<file path="config.mk">
export PLATFORM = sky130hd
export DESIGN_NAME = line_window_gen
export DESIGN_NICKNAME = d
export VERILOG_FILES = /design/src/rtl/line_window_gen.sv
export SDC_FILE = /design/constraint.sdc
export NUM_CORES = 1
export LEC_CHECK = 0
export ABC_AREA = 1
export BUFFER_PORTS_ARGS = -buffer_cell sky130_fd_sc_hd__buf_2
export CAP_MARGIN = 20
export CORE_MARGIN = 8
export CORE_UTILIZATION = 35
export CTS_CLUSTER_DIAMETER = 80
export CTS_CLUSTER_SIZE = 10
export DETAILED_ROUTE_END_ITERATION = 12
export MAX_ROUTING_LAYER = met4
export PLACE_DENSITY = 0.55
export SLEW_MARGIN = 10
export SYNTH_ARGS = -nofsm -noshare
export SYNTH_HDL_FRONTEND = slang
export SYNTH_SLANG_ARGS = --single-unit
</file>
<file path="constraint.sdc">
create_clock -name CLK -period 4 [get_ports CLK]
set_input_delay 0.2 -clock CLK [delete_from_list [all_inputs] [get_ports CLK]]
set_output_delay 0.2 -clock CLK [all_outputs]
set_load 0.05 [all_outputs]
</file>
<file path="src/rtl/line_window_gen.sv">
`default_nettype none
// ============================================================================
// Module   : line_window_gen
// Purpose  : Streams raster-order pixels and produces a registered KxK
//            neighbourhood window per accepted pixel. Line storage holds the
//            K-1 previous lines; a KxK shift register holds the window.
//            Valid_OUT marks windows that lie fully inside the current frame.
// Revision : 1.0 - initial release
// ============================================================================
module line_window_gen #(
  parameter int IMG_Width  = 8,
  parameter int IMG_Height = 8,
  parameter int Datawidth  = 8,
  parameter int K          = 5
) (
  input  logic                       CLK,
  input  logic                       CLR,
  input  logic [Datawidth-1:0]       In,
  input  logic                       Valid_IN,
  input  logic                       SOF,
  output logic [K*K*Datawidth-1:0]   Window,
  output logic                       Valid_OUT,
  output logic                       EOF_OUT
);

  // Illegal geometry is caught while the design is being elaborated.
  generate
    if ((K % 2 == 0) || (K < 3) || (K > 7) ||
        (IMG_Width < K) || (IMG_Height < K)) begin : g_param_check
      $error("line_window_gen: K must be odd in 3..7 and not exceed the image size");
    end
  endgenerate

  localparam int XW = $clog2(IMG_Width);
  localparam int YW = $clog2(IMG_Height);
  localparam int NL = K - 1;

  localparam logic [XW-1:0] X_LAST  = XW'(IMG_Width - 1);
  localparam logic [YW-1:0] Y_LAST  = YW'(IMG_Height - 1);
  localparam logic [XW-1:0] X_FIRST = XW'(K - 1);
  localparam logic [YW-1:0] Y_FIRST = YW'(K - 1);

  // Position of the next pixel to be accepted.
  logic [XW-1:0] x_cnt;
  logic [YW-1:0] y_cnt;

  // Position of the pixel on the inputs this cycle (SOF forces the origin).
  logic [XW-1:0] x_cur;
  logic [YW-1:0] y_cur;
  logic [XW-1:0] x_nxt;
  logic [YW-1:0] y_nxt;

  logic win_ok;
  logic frame_last;

  // Line storage: line_mem[0] is the previous line, line_mem[NL-1] the oldest.
  logic [Datawidth-1:0] line_mem [NL][IMG_Width];

  // Column entering the window: col[0] oldest line, col[K-1] the live pixel.
  logic [Datawidth-1:0] col [K];

  logic [K*K*Datawidth-1:0] window_q;
  logic                     valid_q;
  logic                     eof_q;

  // Resolve the current pixel position, honouring SOF only when qualified.
  always_comb begin
    x_cur = x_cnt;
    y_cur = y_cnt;
    if (Valid_IN && SOF) begin
      x_cur = '0;
      y_cur = '0;
    end
  end

  // Raster advance with wrap at end of line and end of frame.
  always_comb begin
    x_nxt = x_cur + XW'(1);
    y_nxt = y_cur;
    if (x_cur == X_LAST) begin
      x_nxt = '0;
      if (y_cur == Y_LAST) begin
        y_nxt = '0;
      end else begin
        y_nxt = y_cur + YW'(1);
      end
    end
  end

  // Window qualification: a full KxK neighbourhood exists inside this frame.
  always_comb begin
    win_ok     = (x_cur >= X_FIRST) && (y_cur >= Y_FIRST);
    frame_last = (x_cur == X_LAST) && (y_cur == Y_LAST);
  end

  // Gather the vertical column at x_cur from line storage plus the live pixel.
  always_comb begin
    for (int r = 0; r < K; r++) begin
      col[r] = In;
    end
    for (int r = 0; r < K - 1; r++) begin
      col[r] = line_mem[K-2-r][x_cur];
    end
  end

  // Column/row counters; cleared by reset and held while no pixel is offered.
  always_ff @(posedge CLK or negedge CLR) begin
    if (!CLR) begin
      x_cnt <= '0;
      y_cnt <= '0;
    end else if (Valid_IN) begin
      x_cnt <= x_nxt;
      y_cnt <= y_nxt;
    end
  end

  // Line storage shifts one line deeper at the current column; stale content
  // after reset or SOF is never exposed because win_ok gates Valid_OUT.
  always_ff @(posedge CLK) begin
    if (Valid_IN) begin
      line_mem[0][x_cur] <= In;
      for (int j = 1; j < NL; j++) begin
        line_mem[j][x_cur] <= line_mem[j-1][x_cur];
      end
    end
  end

  // Window shift register: columns move toward c=0, new column enters at c=K-1.
  always_ff @(posedge CLK or negedge CLR) begin
    if (!CLR) begin
      window_q <= '0;
    end else if (Valid_IN) begin
      for (int r = 0; r < K; r++) begin
        for (int c = 0; c < K - 1; c++) begin
          window_q[(r*K+c)*Datawidth +: Datawidth] <=
            window_q[(r*K+c+1)*Datawidth +: Datawidth];
        end
        window_q[(r*K+K-1)*Datawidth +: Datawidth] <= col[r];
      end
    end
  end

  // Output flags are single-cycle pulses tied to an accepted pixel.
  always_ff @(posedge CLK or negedge CLR) begin
    if (!CLR) begin
      valid_q <= 1'b0;
      eof_q   <= 1'b0;
    end else begin
      valid_q <= Valid_IN && win_ok;
      eof_q   <= Valid_IN && win_ok && frame_last;
    end
  end

  assign Window    = window_q;
  assign Valid_OUT = valid_q;
  assign EOF_OUT   = eof_q;

endmodule
`default_nettype wire

</file>
==> metrics.yaml <==
outcome:
  outcome: "complete, no violations"
place:
  port_buffers: 213
  place.gp.congestion: 0.8137
  hpwl_mm: 31.85
  pre_cts_slack_ns: 1.158
  dpl_cell_area_sq_um: 20580
  dpl.cell_count: 2712
sta:
  min_period_ns: 2.848
  worstMarginPinSlew_ns: 0.9649
  hold_violations: 0
  tns_ns: 0
  setup_viol: 0
  relSlewSlack_pct: 35.67
  holdWs_ns: 0.3220
  slew_violations: 0
  min_period_over_period_pct: 71.20
  timing.fmax_mhz: 351.1
  setup_ws_ns: 1.152
  grt_setup_unrepaired: "false"
  fin_skew_ns: 0.03018
routing:
  drc: 0
  firstDrtPassIters: 5
  dr_total_vias: 13411
  wire_per_inst_microns: 18.40
  routed_wl_mm: 51.66
  drtIter0Drc: 960
  drtAntennaViolNets: 0
  vias_per_cell: 4.776
floorplan:
  core_area_sq_um: 53500
  die_h_microns: 247.9
  die_area_sq_um: 61450
  die_x_microns: 247.9
  ioPinCount: 214
  floorplan.initialDensity_pct: 35.18
  rows: 85
clock_tree:
  cts_setup_buffers: 0
  cts-htree-levels: 2
  cts.path.max_buffers: 3
  cts.sinks: 464
  cts.reportedPaths.clkPinSlew_ns: 0.06
  numCtsBuffers: 52
  clk-insertion-delay-late_ns: 0.59
  cts_tree: "yes"
  cts_resized: 0
  root_buffer: "clkbuf_16"
critical_path:
  worstPathRequired_ns: 4.22
  rr_startpoint: "x_cnt[1]$_DFFE_PN0P_"
  critical_path.max_fanout: 56
  worstPathArrival_ns: 3.07
  r2r_slack_ns: 1.17
  crit_path_start_kind: "input pin"
  crit_start: "Valid_IN"
  worstSetupPathType: "in2reg"
  end_kind: "flop"
job:
  cap_viol_max_count: 0
global_route:
  grt_pass1_wl_mm: 80.22
  grt_remaining_overflow: 0
  track_usage_pct: 17.24
  antenna_found_initial: 0
  grt_pass1_vias: 13184
  grt_start_max_net_pins: 125
power:
  power.leakage_nw: 10.63
  p_seq_share_pct: 42.7
  power_density_nw_per_um2: 715.3
  power_frac_comb_pct: 30.2
  power_mw: 15.86
  internal_power_mw: 9.574
  power_frac_clock_pct: 27.1
  p_sw_mw: 6.288
  peakVddDrop_v: 0.0003354
  netSwitchingFraction_pct: 39.64
finish:
  fillCellCount: 5200
  final_core_utilization_pct: 41.45
  layout_commonest_cell: "nand2_1"
  fin_nets: 2095
  drive_gt1_share_pct: 14.91
  seq_area_sq_um: 12900
  syn_to_final_growth_pct: 17.82
  multi_input_area_sq_um: 5017
  layout_common_cells: "917 x nand2_1, 256 x edfxtp_1, 211 x buf_2"
  finalInstanceArea_sq_um: 22170
  final_cells: 2808
  diodes: 0
logic_synthesis:
  syn_area_per_cell_sq_um: 10.02
  netlist_area_sq_um: 18820
  synth.net_count: 1894
  yosys_warnings: 0
  synth_cell_types: 26
  ys_ff_latch: 464
  seq_area_frac_synth_pct: 68.50
  syn_inst: 1879
worst_hold_path:
  hold_path_class: "in2async"
-- final timing paths --
kind | endpoint | depth (start not counted)
worst max-delay path | line_mem[1][55]$_DFFE_PP_ | 8
worst min-delay path | Window[167]$_DFFE_PN0P_ | 2
worst max register to register | line_mem[1][55]$_DFFE_PP_ | 5
worst min register to register | Window[124]$_DFFE_PN0P_ | 2
max in group asynchronous | Window[49]$_DFFE_PN0P_ | 3
min in group CLK | y_cnt[0]$_DFFE_PN0P_ | 4
-- synthesized netlist by cell type, drive strengths merged --
| master | instances | share of area [%] |
|---|---|---|
| nand2 | 921 | 19 |
| edfxtp | 256 | 41 |
| dfrtp | 208 | 28 |
| nand3 | 153 | 4.1 |
| inv | 121 | 2.4 |
| buf | 56 | 1.7 |
| clkbuf | 48 | 0.96 |
| nand3b | 32 | 1.3 |
| nand4 | 24 | 0.80 |
| o21ai | 20 | 0.53 |
| nor2 | 19 | 0.42 |
| a21oi | 8 | 0.21 |
| clkinv | 3 | 0.060 |
| ha | 3 | 0.20 |
| mux2 | 2 | 0.12 |
| nor3 | 2 | 0.053 |
| xor2 | 2 | 0.093 |
| and3 | 1 | 0.033 |
-- flip-flops by register name (all words and copies together) (netlist names) --
name	cells
Window	200
y_cnt	3
Valid_OUT	1
line_mem	256
x_cnt	3
EOF_OUT	1
-- cell type report --
type	instances	area share [%]
repair buffers	251	6.450
well taps	696	3.927
clock inverters	2	0.1129
clock buffers	84	6.602
multi-input cells	1187	22.63
inverters	124	2.122
flip-flops and latches	464	58.16
-- critical path: stages --
cell and delay [ns]:
dlygate4sd3_1 0.55, buf_6 0.21, nand2_8 0.26, nand2_4 0.43
buf_4 0.49, nand2_1 0.23, nor3_2 0.19, buf_4 0.42
-- routing by layer --
metal,global-route usage (%),share of wire [%],vias up
met5,-,0,-
met2,26.57,46,390
met1,22.98,45,6502
li1,-,-,6429
met3,3.228,6.2,90
met4,5.381,2.4,0
-- power groups by stage --
stage	Sequential [mW]	Clock [mW]	Combinational, mW
finish	6.77	4.30	4.78
global route	6.87	4.61	5.15
CTS	6.78	4.43	4.85
detailed placement	6.86	0	4.83
global placement	6.84	0	4.80
floorplan	8.57	0	1.50
-- what timing repair did --
action,CTS,global route
hold buffers,10,0
endpoints found under the hold margin,200,0
setup endpoints to repair,0,0
-- cells by family after synthesis --
| family | after synthesis | share of synthesized area, % |
|---|---|---|
| AO/OA/AOI/OAI | 28 | 0.7446 |
| XOR/XNOR | 2 | 0.09309 |
| adder cells (fa/ha/maj) | 3 | 0.1995 |
| buffers and inverters | 228 | 5.146 |
| flip-flops | 464 | 68.50 |
| multiplexers | 2 | 0.1197 |
| AND/OR/NAND/NOR | 1152 | 25.20 |
No activity file was read; power rests on OpenSTA's default activity.
